--- src/rtl/mem_arb_pkg.sv ---
// ============================================================================
// mem_arb_pkg : shared types and constants for the memory bus arbiter
// Rev 1.0
// ============================================================================
`default_nettype none

package mem_arb_pkg;

  typedef enum logic [1:0] {
    IDLE    = 2'd0,
    ACCESS  = 2'd1,
    RECOVER = 2'd2
  } arb_state_e;

  localparam int PORT_CPU   = 0;
  localparam int PORT_LDR   = 1;

  localparam int DEF_ADDR_W = 13;
  localparam int DEF_DATA_W = 8;

endpackage

`default_nettype wire

--- src/rtl/mem_arb_sel.sv ---
// ============================================================================
// mem_arb_sel : combinational 2-way grant selector (round-robin or fixed)
// Rev 1.0
// ============================================================================
`default_nettype none

module mem_arb_sel
  import mem_arb_pkg::*;
#(
  parameter bit FIXED_PRIO = 1'b0
) (
  input  logic [1:0] i_req,
  input  logic       i_last_grant,
  output logic       o_winner,
  output logic       o_valid
);

  always_comb begin
    o_valid  = |i_req;
    o_winner = 1'(PORT_CPU);
    case (i_req)
      2'b01:   o_winner = 1'(PORT_CPU);
      2'b10:   o_winner = 1'(PORT_LDR);
      // On a tie the CPU wins outright in fixed mode, else the port not served last
      2'b11:   o_winner = FIXED_PRIO ? 1'(PORT_CPU) : ~i_last_grant;
      default: o_winner = 1'(PORT_CPU);
    endcase
  end

endmodule

`default_nettype wire

--- src/rtl/mem_bus_arbiter.sv ---
// ============================================================================
// mem_bus_arbiter : two-port arbiter and strobe sequencer for the memory bus
// Rev 1.0
// ============================================================================
`default_nettype none

module mem_bus_arbiter
  import mem_arb_pkg::*;
#(
  parameter int ADDR_W        = DEF_ADDR_W,
  parameter int DATA_W        = DEF_DATA_W,
  parameter int ACCESS_CYCLES = 2,
  parameter bit FIXED_PRIO    = 1'b0
) (
  input  logic              clk,
  input  logic              rst_n,
  input  logic [1:0]        req,
  input  logic [1:0]        we,
  input  logic [ADDR_W-1:0] addr0,
  input  logic [ADDR_W-1:0] addr1,
  input  logic [DATA_W-1:0] wdata0,
  input  logic [DATA_W-1:0] wdata1,
  output logic [1:0]        ack,
  output logic [DATA_W-1:0] rdata0,
  output logic [DATA_W-1:0] rdata1,
  output logic              mem_rd,
  output logic              mem_wr,
  output logic [ADDR_W-1:0] mem_addr,
  output logic [DATA_W-1:0] mem_wdata,
  input  logic [DATA_W-1:0] mem_rdata,
  output logic              busy,
  output logic              owner
);

  localparam logic [3:0] c_CNT_LOAD = 4'(ACCESS_CYCLES - 1);

  arb_state_e r_state;
  logic [3:0] r_cnt;
  logic       r_last_grant;
  logic       w_win;
  logic       w_valid;

  mem_arb_sel #(
    .FIXED_PRIO (FIXED_PRIO)
  ) u_sel (
    .i_req        (req),
    .i_last_grant (r_last_grant),
    .o_winner     (w_win),
    .o_valid      (w_valid)
  );

  always_ff @(posedge clk or negedge rst_n) begin
    if (!rst_n) begin
      r_state      <= IDLE;
      r_cnt        <= 4'd0;
      r_last_grant <= 1'b1;
      owner        <= 1'b0;
      mem_rd       <= 1'b0;
      mem_wr       <= 1'b0;
      mem_addr     <= '0;
      mem_wdata    <= '0;
      ack          <= 2'b00;
      rdata0       <= '0;
      rdata1       <= '0;
      busy         <= 1'b0;
    end else begin
      ack <= 2'b00;
      case (r_state)
        IDLE: begin
          if (w_valid) begin
            owner        <= w_win;
            r_last_grant <= w_win;
            mem_addr     <= w_win ? addr1  : addr0;
            mem_wdata    <= w_win ? wdata1 : wdata0;
            mem_rd       <= ~we[w_win];
            mem_wr       <= we[w_win];
            r_cnt        <= c_CNT_LOAD;
            busy         <= 1'b1;
            r_state      <= ACCESS;
          end
        end
        ACCESS: begin
          if (r_cnt != 4'd0) begin
            r_cnt <= r_cnt - 4'd1;
          end else begin
            // Final strobe edge: read data is sampled here, then the bus is released
            if (mem_rd) begin
              if (owner == 1'(PORT_LDR)) rdata1 <= mem_rdata;
              else                       rdata0 <= mem_rdata;
            end
            mem_rd     <= 1'b0;
            mem_wr     <= 1'b0;
            ack[owner] <= 1'b1;
            r_state    <= RECOVER;
          end
        end
        RECOVER: begin
          busy    <= 1'b0;
          r_state <= IDLE;
        end
        default: begin
          mem_rd  <= 1'b0;
          mem_wr  <= 1'b0;
          busy    <= 1'b0;
          r_state <= IDLE;
        end
      endcase
    end
  end

endmodule

`default_nettype wire

--- config.mk ---
export PLATFORM = sky130hd
export DESIGN_NAME = mem_bus_arbiter
export DESIGN_NICKNAME = d
export VERILOG_FILES = /design/src/rtl/mem_arb_pkg.sv /design/src/rtl/mem_arb_sel.sv /design/src/rtl/mem_bus_arbiter.sv
export SDC_FILE = /design/constraint.sdc
export NUM_CORES = 1
export LEC_CHECK = 0
export CORE_MARGIN = 2
export CORE_UTILIZATION = 60
export CTS_CLUSTER_SIZE = 10
export DETAILED_ROUTE_END_ITERATION = 10
export DONT_BUFFER_PORTS = 1
export PLACE_DENSITY = 0.75
export SLEW_MARGIN = 20
export SYNTH_ARGS = -nofsm -noshare
export SYNTH_HDL_FRONTEND = slang
export SYNTH_SLANG_ARGS = --single-unit
--- constraint.sdc ---
create_clock -name clk -period 4.5 [get_ports clk]
set_clock_uncertainty 0.05 [all_clocks]
set_input_delay 0.45 -clock clk [delete_from_list [all_inputs] [get_ports clk]]
set_output_delay 0.45 -clock clk [all_outputs]
set_load 0.05 [all_outputs]
After elaboration in Yosys (flattened, before gate mapping)
Index checks and enable logic that the tools add are counted.
Operators by class
  $add $sub $neg: 1
  multipliers: 0
  divide/modulo/power cells: 0
  magnitude comparators: 3
  equality and inequality tests: 7
  shift-type cells: 0
  multiplexer cells: 22
  bitwise logic cells: 6
  reduce and logical (&&, ||, !) cells: 12
Operator list (count)
  $mux W13: 1
  $mux W2: 4
  $mux W4: 2
  $mux W8: 1
  $pmux W4 S2: 1
  $reduce_and A4 Y1: 2
  $mux W1: 7
  $eq A2 B2 Y1 const B: 3
  $not A1 Y1: 6
  $pmux W1 S3: 2
  $reduce_and A2 Y1: 3
  $reduce_and A3 Y1: 2
  $lt A1 B2 Y1 const B: 2
  $ne A2 B2 Y1 const B: 2
  $pmux W1 S2: 2
  $pmux W2 S2: 1
  $reduce_bool A4 Y1: 1
  $sub A4 B1 Y4 const B: 1
  $eq A2 B1 Y1 const B: 1
  $logic_not A2 Y1: 1
  $ne A2 B1 Y1 const B: 1
  $reduce_bool A2 Y1: 1
  $reduce_or A2 Y1: 1
  $demux W1 S1: 1
  2 further kinds: 2
Word-level totals
  register bits: 50
  latch bits: 0
  RAM bits: 0
  memory bits (read-only): 0
  input bits: 56
  output and inout bits: 43
  memories: 0

Longest topological paths before layout
  depth after elaboration: 7
  depth in mapped cells: 7
  depth with buffers taken out: 6

Hierarchy
Synthesis repeated with hierarchy kept, for this count alone.
Second synthesis, totals
  cell total of the unflattened synthesis: 184
  area total of the unflattened synthesis: 2222.1 um^2
By module, submodules not included
  mem_bus_arbiter: times used 1, cells an instance 182, area an instance 2208.4 um^2, sequential area each 1252.5 um^2
  mem_arb_sel: times used 1, cells an instance 2, area an instance 13.8 um^2, sequential area each 0.0 um^2

Worst setup path before layout
OpenSTA, ideal clock, no wires.
  path type: register to register
  from: register r_cnt[0]
  to: register rdata1[0]
  arrival: 1688 ps
  data required time: 4325 ps
  slack: 2637 ps
  cell stages (with the launch flop): 8
  buffers on the path: 1
  clock period less this slack: 1863 ps
  cells stage by stage: dfrtp_1 > inv_1 > ha_1 > nor3b_4 > nor2b_4 > and3_1 > buf_6 > mux2_2
Between the ends
  cells in the longest elaborated chain, start to end: 3
RTL lines
  start, declared: line mem_bus_arbiter.sv:38  | logic [3:0] r_cnt;
  start signal, assigned: line mem_bus_arbiter.sv:77  | r_cnt <= c_CNT_LOAD;
  start signal, assigned: line mem_bus_arbiter.sv:84  | r_cnt <= r_cnt - 4'd1;
  $reduce_bool A4 Y1: line mem_bus_arbiter.sv:83  | if (r_cnt != 4'd0) begin
  $not A1 Y1 (no source line)
  $reduce_and A4 Y1 (no source line)
  end signal, assigned: line mem_bus_arbiter.sv:88  | if (owner == 1'(PORT_LDR)) rdata1 <= mem_rdata;
  end, declared: line mem_bus_arbiter.sv:25  | output logic [DATA_W-1:0] rdata1,
Every way passes these cells.
A chain may end at the register's enable or synchronous reset.

Final worst setup path
  from: register r_cnt[1]
  to: register rdata1[6]
The elaborated chain is that of the path after synthesis.

==> qor.log <==
qor: placement.detailed_place.area 2193 sq um
qor: sta.final_period_minus_worst_setup_slack 2.163 ns
qor: floorplan.die-width 64.08 microns
qor: cts.post_cts_resized 0
qor: logic_synthesis.syn_inst 180
qor: worst_setup_path.critPathRequiredTime 4.71 ns
qor: logic_synthesis.synth_area 2166 sq um
qor: grt.antenna_found_initial 0
qor: worst_setup_path.cp_max_fo 8
qor: routing.detail_route.vias_per_cell 5.847
qor: cts.post-cts-setup-buffers 0
qor: logic_synthesis.synth_sequential_area_ratio 0.5783
qor: cts.cts_max_path_buffers 2
qor: routing.met1_length 1373 microns
qor: grt.grt_max_degree 51
qor: grt.grt_first_pass_wirelength 6430 microns
qor: routing.top_signal_layer_used met4
qor: sta.timing_worst_slew_pin_value 0.9316 ns
qor: finish.multi_input_comb_area 864.6 sq um
qor: finish.diodes 0
qor: finish.stdcell_area 2310 sq um
qor: grt.globalRouteOverflowTotal 0
qor: sta.fin_tns_setup 0 ns
qor: logic_synthesis.postSynth.asyncResetShare 1.000
qor: routing.initialDrtViolationCount 55
qor: logic_synthesis.ys_seq_elements 50
qor: finish.most-common-layout-cells dfrtp_1, nand2_1, o21ai_0, mux2i_1, mux2_2
qor: sta.timing.fmax 0.4622 GHz
qor: sta.finalHoldViolations 0
qor: floorplan.io-pin-count 99
qor: worst_setup_path.setup.worst_path.start_class register
qor: cts.cts_sink_cnt 50
qor: floorplan.fp.dieArea 4106 sq um
qor: floorplan.die_h 64.08 microns
qor: grt.grt_util_all_layers 0.2090
qor: finish.nFillCells 239
qor: run.drv_cap 0
qor: finish.ff_latch_area 1252 sq um
qor: finish.layout.cells.most_common dfrtp_1
qor: floorplan.design.core.area 3390 sq um
qor: logic_synthesis.number_of_enable_flip_flop_cells_after_synthesis 0
qor: finish.finish.cell_count_without_fillers 229
qor: cts.postCtsHoldBufs 2
qor: worst_setup_path.path_delay_family simple AND/OR/NAND/NOR gates
qor: finish.nNetsFinal 240
qor: finish.drive_gt1_frac 0.1749
qor: sta.worst_slew_margin_rel 0.3774
qor: placement.detailed_place_hpwl 3033 microns
qor: floorplan.core.rowCount 21
qor: logic_synthesis.main_synth_ff_type dfrtp_1
qor: finish.area.growth.synth_to_final 6.644%
qor: cts.htree_num_levels 2
qor: worst_setup_path.critical_path_class register to register
qor: cts.tritoncts_clock_tree built
qor: sta.rsz0062_at_grt no
qor: floorplan.start_util 0.6390
qor: sta.period_share 0.4807
qor: sta.final-setup-viol-count 0
qor: placement.place.gp.congestion 0.7181
qor: sta.maxSlewViolCount 0
qor: worst_setup_path.timing.critical_path.slowest_cell_delay 0.43 ns
qor: logic_synthesis.synth.avg_cell_area 12.03 sq um
qor: cts.clkLatencyLatePin 0.36 ns
qor: logic_synthesis.post_synth_num_cell_types 32
qor: min_path.hold_wc_path_type input pin to register
qor: logic_synthesis.synthesis.yosys.warnings 0
qor: worst_setup_path.cp_slowest_cell dfrtp_1
qor: routing.dr.pass1.iters 3
qor: worst_setup_path.critPathBufInv 1
qor: placement.port-buffer-count 0
qor: worst_setup_path.worstPathCellList inv_1 > ha_1 > nor3b_4 > nor2b_4 > and3_1 > mux2_2
qor: routing.drt_drc_violations_left 0
qor: routing.detailroute.via_count 1339
qor: routing.post_drt_wl_per_cell 17.02 microns
qor: run_status.run_status complete, no violations
qor: routing.routed-wl-met2 2085 microns
qor: worst_setup_path.setup.worst_path.end_class register
qor: routing.antenna_violating_nets_post_route 0
qor: cts.cts-root-buf clkbuf_4
qor: logic_synthesis.syn_nets 238
qor: cts.cts_buffers 5
qor: worst_setup_path.worst-endpoint-arrival 2.37 ns
qor: placement.numPlacedInstances 219
qor: grt.number_of_global_route_vias_before_repair 1461
qor: routing.routed_wirelength 3897 microns
qor: routing.met3RoutedLength 367 microns
qor: worst_setup_path.regToRegSetupSlack 2.34 ns
qor: cts.clk_pin_slew_worst_paths 0.13 ns
## per-stage QoR
step | utilization | hold slack (ns) | worst slack (ns)
2_1_floorplan | - | 0.1044 | 2.637
3_3_place_gp | 0.6471 | 0.1060 | 2.458
3_5_place_dp | 0.6471 | 0.1058 | 2.344
4_1_cts | 0.6814 | 0.07136 | 2.323
5_1_grt | 0.6814 | 0.06025 | 2.224
6_report | 0.6814 | 0.08917 | 2.337
## layout make-up
type,count,area share
Sequential cell,50,0.5423
Inverter,3,0.004875
Clock buffer,6,0.01788
Tap cell,46,0.02492
Clock inverter,2,0.01625
Timing Repair Buffer,3,0.01950
Multi-Input combinational cell,119,0.3743
## flip-flops by register name (all words and copies together), names as in the netlist
signal        count
r_last_grant      1
mem_wdata         8
mem_wr            1
rdata0            8
mem_rd            1
owner             1
mem_addr         13
r_state           2
r_cnt             4
ack               2
busy              1
rdata1            8
## kinds of logic after synthesis
group           share of synthesized area
compound gates                     0.1005
mux                                0.1849
simple gates                      0.09705
buf+inv                           0.02773
flops                              0.5783
fa+ha+maj                         0.01155
## worst paths after layout
kind / endpoint / depth (start not counted) / from
worst max-delay path: rdata1[6] / 6 / r_cnt[1]
worst min-delay path: r_last_grant / 1 / req[0]
worst max register to register: rdata1[6] / 6 / r_cnt[1]
worst min register to register: r_cnt[0] / 1 / r_cnt[0]
max in group asynchronous: r_last_grant / 2 / rst_n
min in group asynchronous: mem_addr[8] / 2 / rst_n
## layer usage
metal,up-vias,global-route usage
met3,8,0.08627
met1,629,0.2079
met2,67,0.3854
met5,-,0
li1,635,-
met4,0,0.07337
## synth_stat cells, types with 2 or more instances
library cell / count / area share
o21ai_0: 26 / 0.060
nor2b_1: 2 / 0.0058
buf_2: 3 / 0.0069
dfrtp_1: 49 / 0.57
a21oi_1: 3 / 0.0069
mux2_2: 16 / 0.083
buf_4: 2 / 0.0069
nand2_1: 25 / 0.043
and2_1: 2 / 0.0058
nor2_1: 3 / 0.0052
clkbuf_1: 2 / 0.0035
nand2b_1: 2 / 0.0058
inv_1: 3 / 0.0052
mux2i_1: 22 / 0.10
a22o_1: 2 / 0.0081
ha_1: 2 / 0.012
Power is left out: the tool's default activity adds up to more than one toggle a clock period on the data nets, which glitch-free logic cannot reach.
